==> config.mk <==
export PLATFORM = sky130hd
export DESIGN_NAME = prog_loader
export DESIGN_NICKNAME = d
export VERILOG_FILES = /design/src/rtl/prog_loader.sv
export SDC_FILE = /design/constraint.sdc
export NUM_CORES = 1
export LEC_CHECK = 0
export CAP_MARGIN = 20
export CORE_MARGIN = 2
export CORE_UTILIZATION = 45
export CTS_BUF_LIST = sky130_fd_sc_hd__clkbuf_8
export DETAILED_ROUTE_END_ITERATION = 7
export PLACE_DENSITY = 0.65
export RECOVER_POWER = 50
export SYNTH_ARGS = -nofsm -noshare
export SYNTH_HDL_FRONTEND = slang
export SYNTH_SLANG_ARGS = --single-unit
export TNS_END_PERCENT = 1
==> constraint.sdc <==
create_clock -name clk -period 7.5 [get_ports clk]
set_input_delay 1.5 -clock clk [delete_from_list [all_inputs] [get_ports clk]]
set_output_delay 1.5 -clock clk [all_outputs]
set_load 0.005 [all_outputs]
==> src/rtl/prog_loader.sv <==
// prog_loader: framed byte-stream boot loader driving the core program-load port.
// Frame is LEN(4) | DATA(N*4) | CHK(1); start is released only after a clean checksum.
module prog_loader #(
    parameter logic [31:0] BASE_ADDR = 32'h0000_0000,
    parameter int          MAX_WORDS = 4096
) (
    input  logic        clk,
    input  logic        rst,
    input  logic        in_valid,
    input  logic [7:0]  in_data,
    output logic        in_ready,
    output logic        prog_en,
    output logic [31:0] prog_addr,
    output logic [31:0] prog_data,
    output logic        start,
    output logic        busy,
    output logic        error
);
    localparam int WW = $clog2(MAX_WORDS + 1);
    localparam logic [2:0] LEN  = 3'd0;
    localparam logic [2:0] DATA = 3'd1;
    localparam logic [2:0] CHK  = 3'd2;
    localparam logic [2:0] RUN  = 3'd3;
    localparam logic [2:0] ERR  = 3'd4;

    logic [2:0]    state;
    logic          alive;
    logic [1:0]    byte_cnt;
    logic [31:0]   len;
    logic [31:0]   word_buf;
    logic [WW-1:0] word_idx;
    logic [7:0]    chk;
    logic          xfer;
    logic [31:0]   len_next;
    logic [31:0]   word_next;

    // alive keeps in_ready low until the first clock after reset deasserts
    assign in_ready  = alive && (state == LEN || state == DATA || state == CHK);
    assign xfer      = in_valid && in_ready;
    assign len_next  = {in_data, len[31:8]};
    assign word_next = {in_data, word_buf[31:8]};
    assign start     = state == RUN;
    assign error     = state == ERR;
    assign busy      = (state == LEN && byte_cnt != 2'd0) || state == DATA || state == CHK;

    always_ff @(posedge clk or posedge rst) begin
        if (rst) begin
            state     <= LEN;
            alive     <= 1'b0;
            byte_cnt  <= 2'd0;
            len       <= 32'd0;
            word_buf  <= 32'd0;
            word_idx  <= '0;
            chk       <= 8'd0;
            prog_en   <= 1'b0;
            prog_addr <= 32'd0;
            prog_data <= 32'd0;
        end else begin
            alive   <= 1'b1;
            prog_en <= 1'b0;
            if (xfer) begin
                byte_cnt <= byte_cnt + 2'd1;
                case (state)
                    LEN: begin
                        len <= len_next;
                        if (byte_cnt == 2'd3) begin
                            state    <= (len_next == 32'd0 || len_next > 32'(MAX_WORDS)) ? ERR : DATA;
                            word_idx <= '0;
                            chk      <= 8'd0;
                        end
                    end
                    DATA: begin
                        word_buf <= word_next;
                        chk      <= chk ^ in_data;
                        if (byte_cnt == 2'd3) begin
                            prog_en   <= 1'b1;
                            prog_data <= word_next;
                            prog_addr <= BASE_ADDR + (32'(word_idx) << 2);
                            word_idx  <= word_idx + 1'b1;
                            if (32'(word_idx) + 32'd1 == len)
                                state <= CHK;
                        end
                    end
                    CHK:     state <= (in_data == chk) ? RUN : ERR;
                    default: state <= state;
                endcase
            end
        end
    end
endmodule
* Word-level counts from Yosys, hierarchy flattened
Index checks and enable logic that the tools add are counted.
Cells by class: $add $sub $neg 3, order comparisons 1, equality and inequality tests 10, mux-type cells 14, bitwise logic cells 1, reductions and logical operators 19
Operator list (number):
- 14-bit by 32-bit == test with 1-bit output | 1
- 32-bit by 13-bit > comparator with 1-bit output (second input constant) | 1
- 32-bit logical NOT | 1
- 13-bit 2-to-1 mux | 2
- 13-bit one-hot mux with 2 select lines | 1
- 8-bit one-hot mux with 2 select lines | 1
- 3-bit 2-to-1 mux | 5
- 13-bit by 1-bit adder with 14-bit output (second input constant) | 1
- 13-bit by 1-bit adder with 13-bit output (second input constant) | 1
- 3-bit one-hot mux with 3 select lines | 1
- 8-bit == test | 1
- 8-bit 2-to-1 mux | 1
- 8-bit XOR | 1
- 3-bit by 2-bit == test with 1-bit output (second input constant) | 2
- 2-bit by 1-bit != test with 1-bit output (second input constant) | 3
- 3-bit AND reduction | 2
- 1-bit logical OR | 5
- 5-bit AND reduction | 1
- 2-bit AND reduction | 2
- 4-bit AND reduction | 1
- 2-bit nonzero test | 2
- 3-bit by 1-bit == test with 1-bit output (second input constant) | 1
- 3-bit == test (second input constant) | 1
- 1-bit logical AND | 3
- 5 further kinds | 7
Word-level totals: register bits after elaboration 137, input bits 11, output and inout bits 69

* Longest topological paths before layout
Gate-level depths: netlist of the first run.
depth after elaboration 6, mapped depth 7, mapped depth without buffers 7

* Least setup slack after synthesis of the first run
No wires, ideal clock.
path type in2reg, from input in_valid, to register prog_data[0], setup time 125 ps, arrival 2490 ps, setup slack 4885 ps, cell stages on the path 5, path buffers 2, cells stage by stage and4_1 nand2_1 buf_2 buf_4 mux2_2
On the way: longest elaborated chain between the ends 2
RTL lines:
- start: declaration | RTL line 9 | input logic in_valid,
- 1-bit logical AND | RTL line 39 | assign xfer = in_valid && in_ready;
- 3-bit AND reduction (no line)
- end signal: assignment | RTL line 77 | prog_data <= word_next;
- end: declaration | RTL line 14 | output logic [31:0] prog_data,
Every way passes these cells. A chain may end at the register's enable or synchronous reset.

* Final worst setup path of the first run
from input in_valid, to register prog_data[22]
The elaborated chain is that of the path after synthesis.

==> results of run 1 <==
## how the worst max path moves through the flow
| stage | start | endpoint | slack (ps) | cells past startpoint |
|---|---|---|---|---|
| 3_5_place_dp | in_valid | chk[2]$_DFFE_PP0P_ | 3870 | 4 |
| 4_1_cts | state[0]$_DFFE_PP0P_ | busy | 3570 | 3 |
| 5_1_grt | in_valid | prog_data[21]$_DFFE_PP0P_ | 2790 | 5 |
| 3_3_place_gp | in_valid | chk[2]$_DFFE_PP0P_ | 4000 | 4 |
| 2_1_floorplan | rst | alive$_DFF_PP0_ | 2560 | 1 |
| 6_report | in_valid | prog_data[22]$_DFFE_PP0P_ | 3050 | 5 |
## metal layers
metal / GRT usage, % / up-vias / wire length [um]
met5: 0 / - / 0
met4: 8.41 / 0 / 218
met3: 4.17 / 19 / 559
met2: 28.3 / 118 / 5550
met1: 23.7 / 1989 / 5490
li1: - / 1914 / -
## cells in the final DEF, fill, tap and decap left out, types with 6 or more instances in the layout
master           instances
dfrtp_1                129
conb_1                  20
nor3_1                   9
nor2_1                  19
clkdlybuf4s50_1         11
xnor2_1                 14
clkbuf_8                20
o21ai_0                 28
nand3_1                 14
a22o_1                  11
nor4_1                   7
nand4_1                  7
dlygate4sd3_1           49
mux2_2                  76
and3_1                   6
xor2_1                   8
nand2_1                 88
## worst max-delay path, stage by stage
cell and delay [ps]:
dlygate4sd3_1 610, and4_1 280, nand2_2 80, clkbuf_1 1790, mux2_2 460
## registers in the layout (all words and copies together), names as in the netlist
signal     flops
word_idx      13
word_buf      24
alive          1
prog_addr     13
byte_cnt       2
prog_en        1
chk            8
prog_data     32
len           32
state          3
## final cells by class
class	count	area [um2]
Multi-Input combinational cell	364	2480
Clock inverter	12	158
Inverter	5	20.0
Clock buffer	20	275
Fill cell	1126	6080
Sequential cell	129	3230
Timing Repair Buffer	64	623
Tap cell	176	220
## power groups by stage
stage / sequential (mW) / combinational, mW / clock [mW]
3_3_place_gp: 1.00 / 0.410 / 0
5_1_grt: 1.02 / 0.454 / 0.675
6_report: 0.996 / 0.407 / 0.629
2_1_floorplan: 0.951 / 0.294 / 0
3_5_place_dp: 1.01 / 0.424 / 0
4_1_cts: 0.999 / 0.427 / 0.647
## logic make-up (layout without fill, tap and decap cells)
| family | count (synthesis) | after routing | synth area share [%] |
|---|---|---|---|
| xor gates and xnor gates | 22 | 22 | 3.22 |
| buffers and inverters | 51 | 101 | 5.52 |
| DFF | 129 | 129 | 54.0 |
| AOI/OAI and AO/OA | 62 | 62 | 7.14 |
| muxes | 78 | 78 | 14.7 |
| other | 2 | 20 | 0.126 |
| adders and majority gates | 3 | 3 | 0.628 |
| and+or+nand+nor | 179 | 179 | 14.7 |
==> summary.md, run 1 <==
| Metric | Value |
|---|---|
| Crit path kind | `in -> reg` |
| Largest net degree at the start of global routing | `70` |
| Int Pwr | `1.43 mW` |
| PostCTS Resize Cnt | `0` |
| DR vias/cell | `5.25` |
| Ys async rst share | `100%` |
| Clock Path Buffers | `2` |
| P&R area growth vs syn | `17.2%` |
| Setup TNS | `0 ps` |
| Synth warn | `0` |
| DIE WIDTH | `119 um` |
| Slew Limit Fails | `144` |
| Skew final | `15.5 ps` |
| Hold Crit Depth | `2` |
| Failing checks | `max-capacitance violations, max-slew violations` |
| H-tree Lvls | `4` |
| WHS | `477 ps` |
| Count of different cell masters after synthesis | `56` |
| Yosys reg bits | `129` |
| Nets@finish | `595` |
| Post-Layout Inst Area | `0.00701 mm2` |
| Routed wire length | `11.8 mm` |
| Die area | `0.0142 mm2` |
| RSZ-0062 raised after global routing | `false` |
| Max_cap viols | `3` |
| Synth cell count leaders | `dfrtp_1, nand2_1, mux2_2` |
| Status | `finished, violations left` |
| First-pass detailed-route iteration total | `4` |
| Worst-path fanout max | `48` |
| Gpl congestion | `0.897` |
| R2r setup slk | `4050 ps` |
| # rows | `42` |
| Critical R2R Launch | `byte_cnt[0]$_DFFE_PP0P_` |
| Cell taking the most area after synthesis | `dfrtp_1` |
| Root Buffer Master | `clkbuf_8` |
| Arr. time, crit path | `4760 ps` |
| Ys flop type | `dfrtp_1` |
| Yosys top cell area share | `54.0%` |
| Reg2reg end | `prog_data[22]$_DFFE_PP0P_` |
| IO buf count | `60` |
| Sequential share of power | `49.0%` |
| N_diodes | `0` |
| Post-synthesis area per instance | `11.4 um2` |
| DRC | `0` |
| Cells after DPL | `738` |
| Count leader, synth | `dfrtp_1` |
| Clock-pin slew on the worst setup and hold paths | `80 ps` |
| Hold buffers post-CTS | `0` |
| Number of global-route vias before repair | `4029` |
| Sw power | `0.603 mW` |
| Fin crit share | `59.4%` |
| Post-route setup slack | `3050 ps` |
| Number of setup buffers added after CTS | `0` |
| Post-DP HPWL | `8.20 mm` |
| CTS Buf Count | `17` |
| EDFF count, synth | `0` |
| Dpl cell area | `0.00659 mm2` |
| Floorplan core area | `0.0131 mm2` |
| PD cells | `290 mW/mm2` |
| Initial DRC Count | `253` |
| Clk sinks | `129` |
| DIE HEIGHT | `119 um` |
| Switching portion of total power | `29.7%` |
| Ports | `80` |
| Period minus WS final | `4450 ps` |
| Mapped cell area | `0.00598 mm2` |
| Global-route wire length before repair | `20.2 mm` |
| Worst hold endpoint | `word_buf[10]$_DFFE_PP0P_` |
| Via count | `4040` |
| CTS tree | `built` |
| Initial core utilization | `45.7%` |
| Post-route ant nets | `0` |
| Total power | `2.03 mW` |
| CP Capture Type | `flop` |
| Share of layout cells above drive strength 1 | `20.7%` |
| Synth top area cells | `dfrtp_1, mux2_2, nand2_1` |
| WL/cell | `15.4 um` |
| Fmax | `224 MHz` |
| Final Util | `53.6%` |
| Final hold vios | `0` |
| Comb power frac | `20.0%` |
| Skew-Pair Late Insertion Delay | `440 ps` |
| Initial antenna violation count | `0` |
| Pleak | `3.52 nW` |
| Slew HR | `-72.9%` |
| Register area share after synthesis | `54.0%` |
| Req. time, crit path | `7810 ps` |
| Reg2reg path depth | `5` |
| Worst hold path class | `reg -> reg` |
| Slew of the pin with the lowest slew margin | `2580 ps` |
| Post-synthesis cell count | `526` |
| Startpoint types | `input port` |
| Post-route insts no fill | `770` |
| Worst min-delay path startpoint | `word_buf[10]$_DFFE_PP0P_` |
| # setup viols final | `0` |
| VDD IR max | `125 uV` |
| Total Routing Usage GR | `18.0%` |
| Setup WS pre-CTS | `3870 ps` |
| Share of power burned in the clock network | `30.9%` |
| Gr ovfl total | `0` |
(Power assumes the default switching activity.)
==> inputs of run 2 (changes only) <==
Settings changed: PLACE_DENSITY 0.65 to 0.68.
Clock period 7.5 ns to 4 ns, I/O delays scaled along.
==> summary.md, run 2 (same netlist as run 1, synthesis figures left out) <==
| Metric | Value |
|---|---|
| Worst hold path class | `reg -> reg` |
| Period minus WS final | `2970 ps` |
| Max_cap viols | `1` |
| Skew-Pair Late Insertion Delay | `450 ps` |
| Root Buffer Master | `clkbuf_8` |
| Worst-path fanout max | `8` |
| Max stage delay on crit path | `590 ps` |
| Nets@finish | `598` |
| Arr. time, crit path | `2170 ps` |
| Largest net degree at the start of global routing | `60` |
| IO buf count | `60` |
| Skew final | `11.6 ps` |
| VDD IR max | `225 uV` |
| Crit path kind | `reg -> out` |
| Critical R2R Launch | `state[0]$_DFFE_PP0P_` |
| Status | `finished, violations left` |
| Reg2reg end | `chk[1]$_DFFE_PP0P_` |
| Hold buffers post-CTS | `0` |
| Fillers | `1125` |
| Initial antenna violation count | `0` |
| H-tree Lvls | `4` |
| P&R area growth vs syn | `16.5%` |
| Share of layout cells above drive strength 1 | `20.6%` |
| Slew Limit Fails | `36` |
| Failing checks | `max-capacitance violations, max-slew violations` |
| Setup TNS | `0 ps` |
| Worst-path cell chain | `a21oi_1, a21boi_0, clkdlybuf4s50_1` |
| Most common cell after layout, fill and taps aside | `dfrtp_1` |
| # rows | `42` |
| Via count | `4084` |
| Fmax | `337 MHz` |
| Pleak | `3.40 nW` |
| Floorplan core area | `0.0131 mm2` |
| CP max stage cell | `clkdlybuf4s50_1` |
| Multi-input logic area | `0.00249 mm2` |
| Clk sinks | `129` |
| Initial core utilization | `45.7%` |
| R2r setup slk | `1400 ps` |
| Slew of the pin with the lowest slew margin | `1540 ps` |
| Gpl congestion | `0.803` |
| Most frequent cells in the layout | `dfrtp_1, nand2_1, mux2_2` |
| Clock-pin slew on the worst setup and hold paths | `70 ps` |
| Number of global-route vias before repair | `3961` |
| Post-route ant nets | `0` |
| Die area | `0.0142 mm2` |
| Reg2reg path depth | `6` |
| RSZ-0062 raised after global routing | `false` |
| Biggest regs | `len: 32 flops, prog_data: 32 flops, word_buf: 24 flops` |
| Ports | `80` |
| Startpoint types | `flop` |
| Total Routing Usage GR | `18.2%` |
| Routed wire length | `12.0 mm` |
| # setup viols final | `0` |
| Post-Layout Inst Area | `0.00696 mm2` |
| PD cells | `523 mW/mm2` |
| DRC | `0` |
| Crit path launch | `state[1]$_DFFE_PP0P_` |
| CTS Buf Count | `17` |
| Number of setup buffers added after CTS | `0` |
| CP Capture Type | `output pin` |
| N_diodes | `0` |
| PostCTS Resize Cnt | `0` |
| CTS tree | `built` |
| Register area | `0.00323 mm2` |
| DIE WIDTH | `119 um` |
| Post-DP HPWL | `8.29 mm` |
| Global-route wire length before repair | `20.4 mm` |
| End point of the critical path | `busy` |
| Initial DRC Count | `346` |
| Dpl cell area | `0.00663 mm2` |
| Final hold vios | `0` |
| Clock Path Buffers | `2` |
| Fin crit share | `74.1%` |
| WL/cell | `15.5 um` |
| DR vias/cell | `5.28` |
| Req. time, crit path | `3200 ps` |
| Gr ovfl total | `0` |
| First-pass detailed-route iteration total | `4` |
| Slew HR | `-3.29%` |
| DIE HEIGHT | `119 um` |
-- run 2: cell count changes in the layout (fill, tap and decap cells not counted), sizes merged, moves of 2 or more --
cell / delta
buf: +2
bufinv: -2
dlygate4sd3: -31
inv: +2
clkinvlp: +3
clkdlybuf4s50: +31
-- run 2: critical path, delay by kind of cell (launching register included) --
kind / cells / cell delay, ps
buffers and inverters: 1 / 590
AO/OA/AOI/OAI: 2 / 640
flip-flops: 1 / 490
-- run 2: per-layer routing --
layer / GRT usage [%] / wire length, um
met1: 25.4 / 5630
met5: 0 / 0
met2: 26.8 / 5530
met3: 4.36 / 555
met4: 8.33 / 243
-- run 2: area by class of cell --
cell class	instances	area share, %
Clock buffer	18	3.56
Clock inverter	14	1.47
Multi-Input combinational cell	364	35.8
Sequential cell	129	46.4
Timing Repair Buffer	67	9.40
Tap cell	176	3.16
Inverter	5	0.287
-- run 2: worst min path at each step --
stage	start	depth (start not counted)	end	slack [ps]
floorplan	word_buf[10]$_DFFE_PP0P_	2	word_buf[10]$_DFFE_PP0P_	440
global placement	word_buf[13]$_DFFE_PP0P_	2	word_buf[13]$_DFFE_PP0P_	460
detailed placement	word_buf[14]$_DFFE_PP0P_	2	word_buf[14]$_DFFE_PP0P_	470
CTS	prog_addr[12]$_DFFE_PP0P_	2	prog_addr[12]$_DFFE_PP0P_	480
global route	prog_addr[12]$_DFFE_PP0P_	2	prog_addr[12]$_DFFE_PP0P_	500
finish	prog_addr[12]$_DFFE_PP0P_	2	prog_addr[12]$_DFFE_PP0P_	470
-- run 2: power breakdown --
group          switching (mW)  internal [mW]  total [mW]  leakage [nW]
Sequential              0.253           1.59        1.84          1.74
Combinational           0.366          0.450       0.816          1.48
Clock                   0.494          0.491       0.985         0.181
-- run 2: per-stage QoR --
stage / hold WS, ps / total power [mW] / util (%) / worst slack [ps] / std cells
6_report: 472 / 3.64 / 53.2 / 1030 / 773
2_1_floorplan: 442 / 2.33 / - / 1600 / 544
5_1_grt: 500 / 3.87 / 53.2 / 881 / 773
4_1_cts: 484 / 3.69 / 53.3 / 1010 / 773
3_5_place_dp: 467 / 2.69 / 50.7 / 1080 / 741
3_3_place_gp: 459 / 2.65 / 50.7 / 1150 / 741
==> inputs of run 3 (changes only) <==
Clock period 4 ns to 2.7 ns, I/O delays scaled along.
==> summary.md, run 3 (same netlist as run 1, synthesis figures left out) <==
| Metric | Value |
|---|---|
| Register area | `0.00323 mm2` |
| Worst-path cell chain | `a21oi_2, a21boi_1, clkdlybuf4s50_1` |
| CP Capture Type | `output pin` |
| Gpl congestion | `0.842` |
| Setup TNS | `0 ps` |
| Global-route wire length before repair | `19.9 mm` |
| Share of layout cells above drive strength 1 | `21.8%` |
| Buf+Inv Stages, Crit Path | `1` |
| Final Util | `54.0%` |
| Clock-pin slew on the worst setup and hold paths | `70 ps` |
| Total Routing Usage GR | `17.8%` |
| Die area | `0.0142 mm2` |
| Clock Path Buffers | `2` |
| GR Util met1 | `24.8%` |
| Most common cell after layout, fill and taps aside | `dfrtp_1` |
| Initial core utilization | `45.7%` |
| DIE HEIGHT | `119 um` |
| Req. time, crit path | `2160 ps` |
| Initial antenna violation count | `0` |
| Nets@finish | `602` |
| Worst hold path class | `reg -> reg` |
| IO buf count | `60` |
| Skew final | `10.2 ps` |
| Biggest regs | `len: 32 flops, prog_data: 32 flops, word_buf: 24 flops` |
| Failing checks | `max-capacitance violations, max-slew violations` |
| # setup viols final | `0` |
| Root Buffer Master | `clkbuf_8` |
| GR peak layer | `met2` |
| Period minus WS final | `2540 ps` |
| Max stage delay on crit path | `590 ps` |
| Global routing usage on met2 | `26.8%` |
| Gr ovfl total | `0` |
| Via count | `4025` |
| Initial DRC Count | `279` |
| Fin crit share | `93.9%` |
| Multi-input logic area | `0.00249 mm2` |
| Pleak | `3.39 nW` |
| RSZ-0062 raised after global routing | `false` |
| Max_cap viols | `1` |
| Skew-Pair Late Insertion Delay | `440 ps` |
| CTS tree | `built` |
| Fmax | `394 MHz` |
| P&R area growth vs syn | `18.2%` |
| Slew Limit Fails | `130` |
| Slew HR | `-13.8%` |
| # rows | `42` |
| N_diodes | `0` |
| Cells after DPL | `745` |
| Crit path kind | `reg -> out` |
| H-tree Lvls | `4` |
| Post-route ant nets | `0` |
| Fillers | `1112` |
| CP top delay family | `buffers and inverters` |
| Reg2reg path depth | `7` |
| CTS Buf Count | `17` |
| Number of global-route vias before repair | `3938` |
| Clk sinks | `129` |
| First-pass detailed-route iteration total | `4` |
| VDD IR max | `478 uV` |
| Routed wire length | `11.8 mm` |
| DRC | `0` |
| Slew of the pin with the lowest slew margin | `1710 ps` |
| Number of setup buffers added after CTS | `0` |
| DR vias/cell | `5.18` |
| Arr. time, crit path | `2000 ps` |
| Critical Path Stages | `3` |
| Total power | `5.62 mW` |
| WL/cell | `15.2 um` |
| Most frequent cells in the layout | `dfrtp_1, nand2_1, mux2_2` |
| Worst-path fanout max | `8` |
| Grt met3 use | `3.64%` |
| Post-route insts no fill | `777` |
| Post-Layout Inst Area | `0.00707 mm2` |
| PD cells | `796 mW/mm2` |
| Floorplan core area | `0.0131 mm2` |
| Post-DP HPWL | `8.26 mm` |
| Status | `finished, violations left` |
| Largest net degree at the start of global routing | `130` |
| Hold Crit Depth | `2` |
| Dpl cell area | `0.00668 mm2` |
| DIE WIDTH | `119 um` |
| Ports | `80` |
| Final hold vios | `0` |
| Startpoint types | `flop` |
| CP max stage cell | `clkdlybuf4s50_1` |
[run 3: cell types whose count changed in the layout (fill, tap and decap cells not counted), moves of 2 or more]
cell,delta
clkbuf_8,+2
clkdlybuf4s50_1,+17
clkinv_4,+5
clkinvlp_4,-2
dlygate4sd3_1,-17
inv_1,-4
[run 3: path summary, 6_finish.rpt]
path	to	slack, ps	startpoint
worst max-delay path	busy	160	state[1]$_DFFE_PP0P_
worst min-delay path	word_buf[10]$_DFFE_PP0P_	480	word_buf[10]$_DFFE_PP0P_
worst max register to register	word_idx[9]$_DFFE_PP0P_	340	state[2]$_DFFE_PP0P_
worst min register to register	word_buf[10]$_DFFE_PP0P_	480	word_buf[10]$_DFFE_PP0P_
max in group asynchronous	len[4]$_DFFE_PP0P_	410	rst
min in group asynchronous	prog_en$_DFF_PP0_	1220	rst
[run 3: metal layers]
layer	vias to the layer above	share of wire, %
li1	1929	-
met3	20	4.3
met2	103	48
met1	1973	46
met5	-	0
met4	0	2.1
[run 3: per-stage QoR]
step / setup WS (ps) / hold slack (ps)
5_1_grt: 35.0 / 503
4_1_cts: 51.1 / 483
6_report: 165 / 477
3_5_place_dp: 293 / 464
2_1_floorplan: 565 / 442
3_3_place_gp: 350 / 455
[run 3: repair_timing]
| item | in CTS | in global routing |
|---|---|---|
| hold buffers | 0 | 0 |
| resized for setup | 1 | 1 |
| endpoints found under the setup margin | 1 | 1 |
[run 3: cell type report]
cell class              count  share of cell area [%]
clock buffers              20                    3.90
clock inverters            12                    1.89
inverters                   5                   0.319
multi-input cells         364                    35.3
flip-flops and latches    129                    45.7
well taps                 176                    3.12
repair buffers             71                    9.83
[run 3: report_power, final]
group	switching, mW	internal [mW]	total (mW)
registers	0.336	2.35	2.68
logic	0.601	0.692	1.29
clock network	0.753	0.895	1.65
[run 3: worst min-delay path, delay by kind of cell (launching register included)]
family	cells	cell delay (ps)
flops	1	340
simple gates	2	100
